==> config.mk <==
export PLATFORM = sky130hd
export DESIGN_NAME = frame_writer
export DESIGN_NICKNAME = d
export VERILOG_FILES = /design/src/rtl/frame_writer_pkg.sv /design/src/rtl/frame_writer_raster_addr_gen.sv /design/src/rtl/frame_writer.sv
export SDC_FILE = /design/constraint.sdc
export NUM_CORES = 1
export LEC_CHECK = 0
export CAP_MARGIN = 20
export CORE_MARGIN = 2
export CORE_UTILIZATION = 45
export DETAILED_ROUTE_END_ITERATION = 6
export GPL_TIMING_DRIVEN = 0
export PLACE_DENSITY = 0.78
export SLEW_MARGIN = 30
export SYNTH_ARGS = -nofsm -noshare
export SYNTH_HDL_FRONTEND = slang
export SYNTH_SLANG_ARGS = --single-unit
==> constraint.sdc <==
create_clock -name clk -period 2.4 [get_ports clk]
set_input_delay 0.36 -clock clk [delete_from_list [all_inputs] [get_ports clk]]
set_output_delay 0.36 -clock clk [all_outputs]
set_load 0.02 [all_outputs]
==> src/rtl/frame_writer_pkg.sv <==
// frame_writer_pkg: pixel format, default frame geometry and capture states shared with the display reader.
package frame_writer_pkg;
   localparam int PIX_W   = 8;
   localparam int FRAME_W = 256;
   localparam int FRAME_H = 256;
   typedef enum logic [1:0] {ST_IDLE, ST_WAIT_SOF, ST_WRITE, ST_DONE} fw_state_e;
endpackage

==> src/rtl/frame_writer_raster_addr_gen.sv <==
// raster_addr_gen: column/row raster counter; addr = {row, col}.
// clr restarts at pixel 0 and inc advances, so clr with inc lands on pixel 1.
module raster_addr_gen #(
   parameter int W  = 256,
   parameter int H  = 256,
   parameter int AW = 16
) (
   input  logic          clk,
   input  logic          reset,
   input  logic          clr,
   input  logic          inc,
   output logic [AW-1:0] addr,
   output logic          last
);
   localparam int CW = $clog2(W);
   localparam int RW = $clog2(H);
   logic [CW-1:0] col_q, col_d, col_b;
   logic [RW-1:0] row_q, row_d, row_b;
   logic          col_end;
   always_comb begin
      col_b   = clr ? '0 : col_q;
      row_b   = clr ? '0 : row_q;
      col_end = col_b == CW'(W - 1);
      col_d   = inc ? (col_end ? '0 : col_b + 1'b1) : col_b;
      row_d   = (inc && col_end) ? row_b + 1'b1 : row_b;
   end
   always_ff @(posedge clk) begin
      if (reset) begin
         col_q <= '0;
         row_q <= '0;
      end else begin
         col_q <= col_d;
         row_q <= row_d;
      end
   end
   assign addr = {row_q, col_q};
   assign last = &{row_q, col_q};
endmodule

==> src/rtl/frame_writer.sv <==
// frame_writer: captures one raster frame from a pixel stream into a frame buffer.
// FRAME_WRITER_DOUBLE_BUF_EN adds a second bank, swapped on the next vblank after a frame.
module frame_writer
   import frame_writer_pkg::*;
#(
   parameter int W  = FRAME_W,
   parameter int H  = FRAME_H,
   parameter int AW = 16
) (
   input  logic             clk,
   input  logic             reset,
   input  logic             start,
   input  logic             s_valid,
   output logic             s_ready,
   input  logic [PIX_W-1:0] s_data,
   input  logic             s_sof,
   output logic             mem_we,
`ifdef FRAME_WRITER_DOUBLE_BUF_EN
   output logic [AW:0]      mem_addr,
   input  logic             vblank,
   output logic             rd_bank,
`else
   output logic [AW-1:0]    mem_addr,
`endif
   output logic [PIX_W-1:0] mem_wdata,
   output logic             busy,
   output logic             frame_done,
   output logic             err_sof
);
   fw_state_e        state_q, state_d;
   logic             acc, sof_acc, wr_en, last_beat, start_ok, cnt_last;
   logic             err_sof_q, err_sof_d, mem_we_q;
   logic [AW-1:0]    cnt_addr, wr_addr;
   logic [PIX_W-1:0] mem_wdata_q;
`ifdef FRAME_WRITER_DOUBLE_BUF_EN
   logic             wr_bank_q, wr_bank_d, rd_bank_q, rd_bank_d, swap_q, swap_d, flip;
   logic [AW:0]      mem_addr_q, mem_addr_d;
   // A finished frame stays on display hold until the reader is in vblank.
   always_comb begin
      flip       = vblank & swap_q;
      swap_d     = frame_done | (swap_q & ~vblank);
      wr_bank_d  = wr_bank_q ^ flip;
      rd_bank_d  = rd_bank_q ^ flip;
      start_ok   = start & ~swap_q;
      mem_addr_d = {wr_bank_q, wr_addr};
   end
   always_ff @(posedge clk) begin
      if (reset) begin
         wr_bank_q <= 1'b1;
         rd_bank_q <= 1'b0;
         swap_q    <= 1'b0;
      end else begin
         wr_bank_q <= wr_bank_d;
         rd_bank_q <= rd_bank_d;
         swap_q    <= swap_d;
      end
   end
   assign rd_bank = rd_bank_q;
`else
   logic [AW-1:0]    mem_addr_q, mem_addr_d;
   assign start_ok   = start;
   assign mem_addr_d = wr_addr;
`endif
   assign acc       = s_valid & s_ready;
   assign sof_acc   = acc & s_sof;
   assign wr_en     = sof_acc | (acc & (state_q == ST_WRITE));
   assign wr_addr   = sof_acc ? '0 : cnt_addr;
   assign last_beat = acc & ~s_sof & cnt_last & (state_q == ST_WRITE);
   raster_addr_gen #(.W(W), .H(H), .AW(AW)) u_addr (
      .clk  (clk),
      .reset(reset),
      .clr  (sof_acc),
      .inc  (wr_en),
      .addr (cnt_addr),
      .last (cnt_last)
   );
   always_ff @(posedge clk) begin
      state_q <= reset ? ST_IDLE : state_d;
   end
   always_comb begin
      state_d = state_q;
      unique case (state_q)
         ST_IDLE:     state_d = start_ok ? ST_WAIT_SOF : ST_IDLE;
         ST_WAIT_SOF: state_d = sof_acc ? ST_WRITE : ST_WAIT_SOF;
         ST_WRITE:    state_d = last_beat ? ST_DONE : ST_WRITE;
         ST_DONE:     state_d = ST_IDLE;
      endcase
   end
   always_comb begin
      s_ready    = (state_q == ST_WAIT_SOF) || (state_q == ST_WRITE);
      busy       = (state_q == ST_WAIT_SOF) || (state_q == ST_WRITE);
      frame_done = state_q == ST_DONE;
   end
   assign err_sof_d = (state_q == ST_IDLE && start_ok) ? 1'b0 :
                      (state_q == ST_WRITE && sof_acc) ? 1'b1 : err_sof_q;
   always_ff @(posedge clk) begin
      if (reset) begin
         mem_we_q    <= 1'b0;
         mem_addr_q  <= '0;
         mem_wdata_q <= '0;
         err_sof_q   <= 1'b0;
      end else begin
         mem_we_q  <= wr_en;
         err_sof_q <= err_sof_d;
         if (wr_en) begin
            mem_addr_q  <= mem_addr_d;
            mem_wdata_q <= s_data;
         end
      end
   end
   assign mem_we    = mem_we_q;
   assign mem_addr  = mem_addr_q;
   assign mem_wdata = mem_wdata_q;
   assign err_sof   = err_sof_q;
endmodule

==> impl_metrics.yaml <==
outcome:
  outcome: "finished clean"
setup_path:
  r2r_cells: 11
  startpoint_type: "register"
  worst_ep_required_time_ns: 2.58
  critPathBufInv: 3
  worstPathArrival_ns: 2.45
  cp_top_family: "simple AND/OR/NAND/NOR gates"
  r2r_setup_slack_ns: 0.13
  worstSetupEndpointType: "register"
  reg2reg_from: "state_q[0]$_SDFF_PP0_"
  rr_endpoint: "u_addr.row_q[1]$_SDFF_PP0_"
  critical_path.slowest_cell: "dfxtp_2"
  cpMostUsedCell: "ha_4"
  path_max_fanout: 10
  critical_path_class: "reg -> reg"
  path_cells: "inv_1 > ha_4 > nand3_2 > buf_6 > and2_1 > ha_4 > nand3b_4 > buf_4 > nor3_4 > mux2i_1 > nor2_1"
  cp-startpoint: "state_q[0]$_SDFF_PP0_"
  slowest_delay_ns: 0.34
cells_and_area:
  drive_gt1_frac: 0.117
  layout.nets: 300
  fin_cells: 331
  multi_input_area_sq_um: 1030
  diodes: 0
  area_growth_pct: 35.4
  ff_latch_area_sq_um: 883
  fillers: 360
cts:
  clockRootBuffer: "clkbuf_8"
  cts_tree: "yes"
  clk_pin_slew_worst_paths_ns: 0.08
  cts-buffers-inserted: 5
  htree_num_levels: 2
  clock_latency_ns: 0.30
  cts_hold_buf: 0
  cts_sinks: 44
  clk_path_buf_depth: 2
grt:
  grt_max_degree: 14
  antenna_found_initial: 0
  grt_pass1_vias: 1512
  overflow: 0
  grt_pass1_wl_um: 7020
  track_usage: 0.179
job:
  max_cap_violations: 0
timing:
  max_slew.worst_pin.slew_ns: 0.459
  period_share: 0.946
  hold_violations: 0
  slew_headroom: 0.694
  fin_tns_setup_ns: 0
  maxSlewViolCount: 0
  max_freq_ghz: 0.441
  fin_crit_ns: 2.27
  setup_viol: 0
  fin_skew_ns: 0.00531
power_and_ir_drop:
  p_leak_nw: 0.966
  powerDensity_nw_per_um2: 549
  irDropWorstVdd_mv: 0.273
synthesis:
  ys_ff_latch: 44
  synth_nets: 248
  yosysWarnings: 0
  ys_seq_area_frac: 0.455
  synth_common_cells: "nand2_1 (61), dfxtp_1 (44), a21oi_1 (32)"
  syn_area_sq_um: 1940
  syn_inst: 228
  synth_edf_count: 0
  synth_most_common_cell: "nand2_1"
  synth.top_cell.area_share: 0.455
  synth_ff_type: "dfxtp_1"
  ys_types: 35
  synthArstFlopShare: 0
  syn_area_per_cell_sq_um: 8.49
  synthTopCellsByArea: "dfxtp_1 (46%), nand2_1 (12%), a21oi_1 (8.3%)"
  yosys.area.top_type: "dfxtp_1"
placed_design:
  dp_cells: 319
  portBuffers: 41
  gp_congestion: 0.822
  hpwl_um: 2980
min_path:
  hold_path_depth: 2
  hold_start: "mem_wdata[2]$_SDFFE_PP0N_"
  hp-class: "reg -> reg"
  min_to: "mem_wdata[2]$_SDFFE_PP0N_"
routing:
  wl_per_cell_um: 13.1
  finalWirelength_um: 4330
  ant_nets: 0
  drt_iter0_drc: 102
  drt-pass1-iter-count: 4
  viasPerCell: 5.20
  routed-via-count: 1722
  drc: 0
die:
  coreArea_sq_um: 4060
  io_pins: 42
  die_x_um: 69.6
  die_area_sq_um: 4840
  rows: 23
  initial_core_util: 0.477
  die_h_um: 69.6
==> routing by layer <==
metal | up-vias | wire length [um] | global-route usage
li1 | 871 | - | -
met1 | 801 | 1970 | 0.240
met2 | 42 | 2070 | 0.283
met3 | 8 | 218 | 0.0305
met4 | 0 | 76 | 0.0784
met5 | - | 0 | 0
==> worst min-delay path, stage by stage, from the launching register on <==
cell	delay (ns)
dfxtp_1	0.31
nand2_1	0.05
a21oi_1	0.05
==> worst max-delay path by stage <==
stage	depth (start not counted)	slack, ns	to
finish	11	0.13	u_addr.row_q[1]$_SDFF_PP0_
global route	11	-0.02	u_addr.row_q[1]$_SDFF_PP0_
CTS	10	0.02	u_addr.row_q[1]$_SDFF_PP0_
detailed placement	9	-0.30	u_addr.row_q[1]$_SDFF_PP0_
global placement	9	-0.25	u_addr.row_q[1]$_SDFF_PP0_
floorplan	10	0.06	u_addr.row_q[5]$_SDFF_PP0_
==> cell families after synthesis <==
family	Yosys count	synth area share
xor+xnor	9	0.0407
mux	1	0.00517
flops	44	0.455
buf+inv	17	0.0368
fa+ha+maj	7	0.0452
simple gates	109	0.299
compound gates	41	0.118
==> placed cells by master (no fill, tap or decap), types with 6 or more instances in the layout <==
master | Yosys | final
nand2_1 | 61 | 61
dfxtp_1 | 44 | 42
clkdlybuf4s50_1 | 0 | 41
a21oi_1 | 32 | 32
nor2_1 | 12 | 12
nand3_1 | 8 | 7
clkbuf_8 | 0 | 7
inv_1 | 6 | 6
xnor2_1 | 6 | 6
==> power breakdown <==
group	leakage, nW	internal [W]	switching (W)
logic	0.546	0.0000415	0.0000462
registers	0.356	0.000735	0.00000379
clock network	0.0645	0.000367	0.000246
==> cell type report <==
type / count / share of cell area
clock inverters: 1 / 0.0115
well taps: 50 / 0.0239
repair buffers: 45 / 0.168
flip-flops and latches: 44 / 0.337
clock buffers: 7 / 0.0368
plain buffers: 11 / 0.0215
inverters: 6 / 0.00860
multi-input cells: 167 / 0.393
==> state kept, by name, indices dropped and copies added (netlist names), named ones only <==
signal	count
mem_we	1
mem_addr	16
err_sof	1
state_q	1
u_addr.row_q	8
u_addr.col_q	8
mem_wdata	8
==> per-stage QoR <==
step           power [W]  setup slack, ns   util  hold WS, ns  cell area, sq um
3_3_place_gp    0.000837           -0.250  0.595        0.438              2410
3_5_place_dp    0.000838           -0.298  0.595        0.443              2410
5_1_grt          0.00148          -0.0249  0.646        0.473              2620
4_1_cts          0.00145           0.0200  0.634        0.454              2570
6_report         0.00144            0.131  0.646        0.453              2620
2_1_floorplan   0.000794           0.0647      -        0.438              1940
==> repair_timing <==
| item | CTS | global route |
|---|---|---|
| setup endpoints to repair | 13 | 13 |
| setup buffers | 1 | 3 |
| pin swaps | 2 | 1 |
| cloned | 0 | 0 |
| gates resized for setup | 5 | 6 |
(Power assumes the default switching activity.)
